`config.mk`:
```
export PLATFORM = sky130hd
export DESIGN_NAME = bridge_rx
export DESIGN_NICKNAME = d
export VERILOG_FILES = /design/src/rtl/bridge_pkg.sv /design/src/rtl/hex_to_nibble.sv /design/src/rtl/bridge_rx.sv
export SDC_FILE = /design/constraint.sdc
export NUM_CORES = 1
export LEC_CHECK = 0
export ABC_AREA = 0
export CORE_AREA = 2 2 79 81
export DETAILED_ROUTE_END_ITERATION = 8
export DIE_AREA = 0 0 81 83
export HOLD_SLACK_MARGIN = 0.08
export MAX_ROUTING_LAYER = met4
export PLACE_DENSITY = 0.75
export SYNTH_ARGS = -nofsm -noshare
export SYNTH_HDL_FRONTEND = slang
export SYNTH_SLANG_ARGS = --single-unit
```
`constraint.sdc`:
```
create_clock -name clk -period 7.5 [get_ports clk]
set_clock_uncertainty 0.05 [all_clocks]
set_input_delay 2.25 -clock clk [delete_from_list [all_inputs] [get_ports clk]]
set_output_delay 2.25 -clock clk [all_outputs]
set_load 0.005 [all_outputs]
```
`src/rtl/bridge_pkg.sv`:
```
// bridge_pkg: receiver state encoding and the ASCII bytes of the hex bus protocol.
package bridge_pkg;

   typedef enum logic [1:0] {IDLE, ADDR, DATA, TERM} state_t;

   localparam logic [7:0] ASCII_R    = 8'h52;
   localparam logic [7:0] ASCII_W    = 8'h57;
   localparam logic [7:0] ASCII_R_LC = 8'h72;
   localparam logic [7:0] ASCII_W_LC = 8'h77;
   localparam logic [7:0] ASCII_CR   = 8'h0D;
   localparam logic [7:0] ASCII_LF   = 8'h0A;

endpackage

```
`src/rtl/hex_to_nibble.sv`:
```
// hex_to_nibble: ASCII hex digit to 4-bit value; BRIDGE_RX_LOWERCASE_EN also admits a-f.
module hex_to_nibble (
   input  logic [7:0] code,
   output logic [3:0] nibble,
   output logic       is_hex
);

   logic is_dig, is_up, is_lo;

   assign is_dig = code >= 8'h30 && code <= 8'h39;
   assign is_up  = code >= 8'h41 && code <= 8'h46;
`ifdef BRIDGE_RX_LOWERCASE_EN
   assign is_lo  = code >= 8'h61 && code <= 8'h66;
`else
   assign is_lo  = 1'b0;
`endif

   // Both 'A' and 'a' have low nibble 1, so letters need only a +9 offset.
   assign nibble = is_dig ? code[3:0] : code[3:0] + 4'd9;
   assign is_hex = is_dig | is_up | is_lo;

endmodule

```
`src/rtl/bridge_rx.sv`:
```
// bridge_rx: decodes ASCII "R<addr>" / "W<addr><data>" + CR/LF into a one-cycle bus request.
// Build option BRIDGE_RX_LOWERCASE_EN accepts lowercase opcodes and hex digits.
module bridge_rx
   import bridge_pkg::*;
#(
   parameter int ADDR_WIDTH = 16,
   parameter int DATA_WIDTH = 16
) (
   input  logic                  clk,
   input  logic                  rst,
   input  logic [7:0]            data_i,
   input  logic                  valid_i,
   output logic [ADDR_WIDTH-1:0] addr_o,
   output logic [DATA_WIDTH-1:0] data_o,
   output logic                  rw_o,
   output logic                  valid_o
);

   localparam int AD   = ADDR_WIDTH / 4;
   localparam int DD   = DATA_WIDTH / 4;
   localparam int MAXD = AD > DD ? AD : DD;
   localparam int CW   = $clog2(MAXD + 1);

   state_t                state;
   logic [CW-1:0]         cnt;
   logic [ADDR_WIDTH-1:0] addr_sh;
   logic [DATA_WIDTH-1:0] data_sh;
   logic                  rw_sh;
   logic [3:0]            nib;
   logic                  is_hex, is_term, is_rd, is_wr, last_a, last_d;

   hex_to_nibble u_hex (
      .code   (data_i),
      .nibble (nib),
      .is_hex (is_hex)
   );

   assign is_term = data_i == ASCII_CR || data_i == ASCII_LF;
`ifdef BRIDGE_RX_LOWERCASE_EN
   assign is_rd = data_i == ASCII_R || data_i == ASCII_R_LC;
   assign is_wr = data_i == ASCII_W || data_i == ASCII_W_LC;
`else
   assign is_rd = data_i == ASCII_R;
   assign is_wr = data_i == ASCII_W;
`endif
   assign last_a = cnt == CW'(AD - 1);
   assign last_d = cnt == CW'(DD - 1);

   // Any unexpected byte sends the FSM back to IDLE; the shadow registers are
   // only copied to the outputs on a correctly terminated message.
   always_ff @(posedge clk or posedge rst) begin
      if (rst) begin
         state   <= IDLE;
         cnt     <= '0;
         addr_sh <= '0;
         data_sh <= '0;
         rw_sh   <= 1'b0;
         addr_o  <= '0;
         data_o  <= '0;
         rw_o    <= 1'b0;
         valid_o <= 1'b0;
      end else begin
         valid_o <= 1'b0;
         if (valid_i) begin
            case (state)
               IDLE: begin
                  cnt <= '0;
                  if (is_rd || is_wr) begin
                     state   <= ADDR;
                     rw_sh   <= is_wr;
                     addr_sh <= '0;
                     data_sh <= '0;
                  end
               end
               ADDR: begin
                  if (!is_hex) begin
                     state <= IDLE;
                     cnt   <= '0;
                  end else begin
                     addr_sh <= (addr_sh << 4) | ADDR_WIDTH'(nib);
                     cnt     <= last_a ? '0 : cnt + CW'(1);
                     if (last_a) state <= rw_sh ? DATA : TERM;
                  end
               end
               DATA: begin
                  if (!is_hex) begin
                     state <= IDLE;
                     cnt   <= '0;
                  end else begin
                     data_sh <= (data_sh << 4) | DATA_WIDTH'(nib);
                     cnt     <= last_d ? '0 : cnt + CW'(1);
                     if (last_d) state <= TERM;
                  end
               end
               TERM: begin
                  state <= IDLE;
                  cnt   <= '0;
                  if (is_term) begin
                     valid_o <= 1'b1;
                     addr_o  <= addr_sh;
                     data_o  <= rw_sh ? data_sh : '0;
                     rw_o    <= rw_sh;
                  end
               end
               default: begin
                  state <= IDLE;
                  cnt   <= '0;
               end
            endcase
         end
      end
   end

endmodule

```
==> impl_metrics.toml <==
[status]
status = "finished, final reports clean"

[synth]
synth_edf_count = 0
synth_top_area_share_pct = 57.0
postSynth.asyncResetShare_pct = 100
syn_avg_cell_area_um2 = 10.2
synth_nets = 332
netlist.top_cell.by_area = "dfrtp_1"
synth.area.top_cells = "dfrtp_1 57%, nand2_1 10%, a22o_1 6.7%"
yosys_warnings = 0
synthesis.instances = 311
synth_most_common_cell = "nand2_1"
synth_ff_type = "dfrtp_1"
ys_top_cells_by_count = "88 x nand2_1, 72 x dfrtp_1, 24 x a22o_1, 20 x nand3_1"
synth_seq_cells = 72
yosysSeqAreaShare_pct = 57.0
synth_cell_types = 43
synth_area_um2 = 3160

[floorplanning]
io_pins = 45
die_h_um = 83
core_area_um2 = 5820
die_w_um = 81
dieArea_um2 = 6720
initial_core_util_pct = 54.3
rows = 28

[placed_design]
place_ws_ns = 2.34
port_buffers = 44
dp_hpwl_um = 4410
gp_congestion = 0.925

[timing]
hold_viol = 0
fin_tns_setup_ns = 0
setup_viol = 0
min_period_ns = 4.83
relSlewSlack_pct = 41.2
setup_ws_ns = 2.67
tightestPinTransition_ns = 0.881
rsz0062_at_grt = "no"
max_freq_mhz = 207
drv_slew = 0
period_share_pct = 64.4

[power]
p_leak_nw = 1.88
power.total_mw = 0.842
cellPowerDensity_nw_per_um2 = 219
ir_drop_v = 0.000117

[worst_setup_path]
crit_slowest_cell = "nor2_1"
crit_path_max_incr_delay_ns = 0.58
end_kind = "flip-flop"
cp_cell_sequence = "clkdlybuf4s50_1 > inv_1 > ha_1 > nor4b_1 > nor4b_4 > nor2_1 > a21o_1 > a22o_1"
crit_path_max_fanout = 14
path_class = "input port to flip-flop"
critPathLaunchType = "input port"
required_ns = 7.72
arrival_ns = 5.04

[run]
maxCapViolations = 0

[clock_network]
cts_buffer_depth = 2
cts_buffers = 9
hold_buffers = 0
cts_root_buf = "clkbuf_8"
clk_transition_reported_paths_ns = 0.07
clock_latency_ns = 0.34
ctsHtreeMaxLevel = 3
cts_resized = 0
cts_tree = "yes"
clock_sinks = 72
postCtsSetupRepairBufs = 0

[min_path]
holdCritPathClass = "flip-flop to flip-flop"

[finish]
multi_input_area_um2 = 1240
diodes = 0
layout-drive-gt1-share_pct = 6.46
fin_nets = 372
seqCellArea_um2 = 1800
syn2layout_area_growth_pct = 21.5
nFillCells = 472

[grt]
grt.overflow.total = 0
antenna_found_initial = 0
grt_pass1_wl_um = 11200
grt_start_max_net_pins = 73
grt_pass1_vias = 2334
track_usage_pct = 22.1

[routing]
avgRoutedWirePerCell_um = 14.8
drt_wl_total_um = 6380
dr.pass1.iters = 4
vias_per_cell = 5.44
drtIter0Drc = 198
drcViolationCount = 0
vias = 2345
antenna_left = 0
## area by class of cell
type	instances	share of cell area [%]
flip-flops and latches	72	46.9
multi-input cells	211	32.4
repair buffers	46	11.9
clock buffers	10	3.58
well taps	75	2.44
clock inverters	6	1.73
inverters	11	1.08
## cell families after synthesis
kind of cell	count (synthesis)	synth area share (%)
compound gates	59	14.3
xor+xnor	1	0.277
fa+ha+maj	10	3.96
buf+inv	28	3.64
flops	72	57.0
mux	3	0.990
simple gates	138	19.8
## critical path, delay by kind of cell
kind,cells,cell delay [ns]
adders and majority gates,1,0.23
AOI/OAI and AO/OA,2,0.71
and+or+nand+nor,3,1.21
buffers and inverters,2,0.64
## placed cells by master, fill, tap and decap left out, drive strengths merged, types with 2 or more instances in the layout
cell / instances
inv: 12
o211ai: 3
o2bb2ai: 2
nand2b: 3
nor2: 9
nand3: 20
nor4b: 3
nor3: 3
clkinvlp: 3
nand4b: 2
clkdlybuf4s50: 44
nand4: 2
a21oi: 6
mux2i: 2
clkbuf: 10
buf: 2
a31oi: 2
a22o: 24
dfrtp: 72
and3: 2
o21ai: 7
a21o: 5
or3: 3
ha: 10
nand2: 88
## flip-flops by register name, summed over array words and instances (netlist names)
register  count
valid_o       1
rw_o          1
addr_o       16
data_o       16
cnt           3
rw_sh         1
state         2
addr_sh      16
data_sh      16
## metal layers
layer / share of wire (%) / wire [µm] / up-vias / track usage [%]
met5: 0 / 0 / - / -
met4: 1.7 / 110 / 0 / 8.17
met3: 3.9 / 250 / 11 / 5.65
met2: 48 / 3030 / 57 / 32.1
met1: 47 / 2990 / 1124 / 30.1
li1: - / - / 1153 / -
## per-stage QoR
stage | util (%) | hold WS (ns) | std cells | area [µm²]
final | 66.0 | 0.419 | 431 | 3840
after global routing | 66.0 | 0.437 | 431 | 3840
after CTS | 66.0 | 0.421 | 431 | 3840
after detailed placement | 62.5 | 0.404 | 415 | 3640
after global placement | 62.5 | 0.399 | 415 | 3640
after floorplan | - | 0.390 | 311 | 3160
## path summary, 6_finish.rpt
path	start	end	slack (ns)	cells after the start
setup reg to reg	state[0]	addr_sh[11]	5.23	6
setup / recovery	data_i[1]	data_sh[4]	2.67	8
hold reg to reg	data_o[4]	data_o[4]	0.42	2
min in group asynchronous	rst	addr_o[13]	2.44	3
max in group asynchronous	rst	data_o[6]	4.38	3
hold / removal	data_o[4]	data_o[4]	0.42	2
## report_power, final
group          total, mW  internal [mW]  switching, mW  leakage (nW)
logic              0.103         0.0435         0.0593         0.794
registers          0.430          0.408         0.0216         0.986
clock network      0.310          0.163          0.147        0.0949
total              0.842          0.615          0.227          1.88
(Power assumes the default switching activity.)
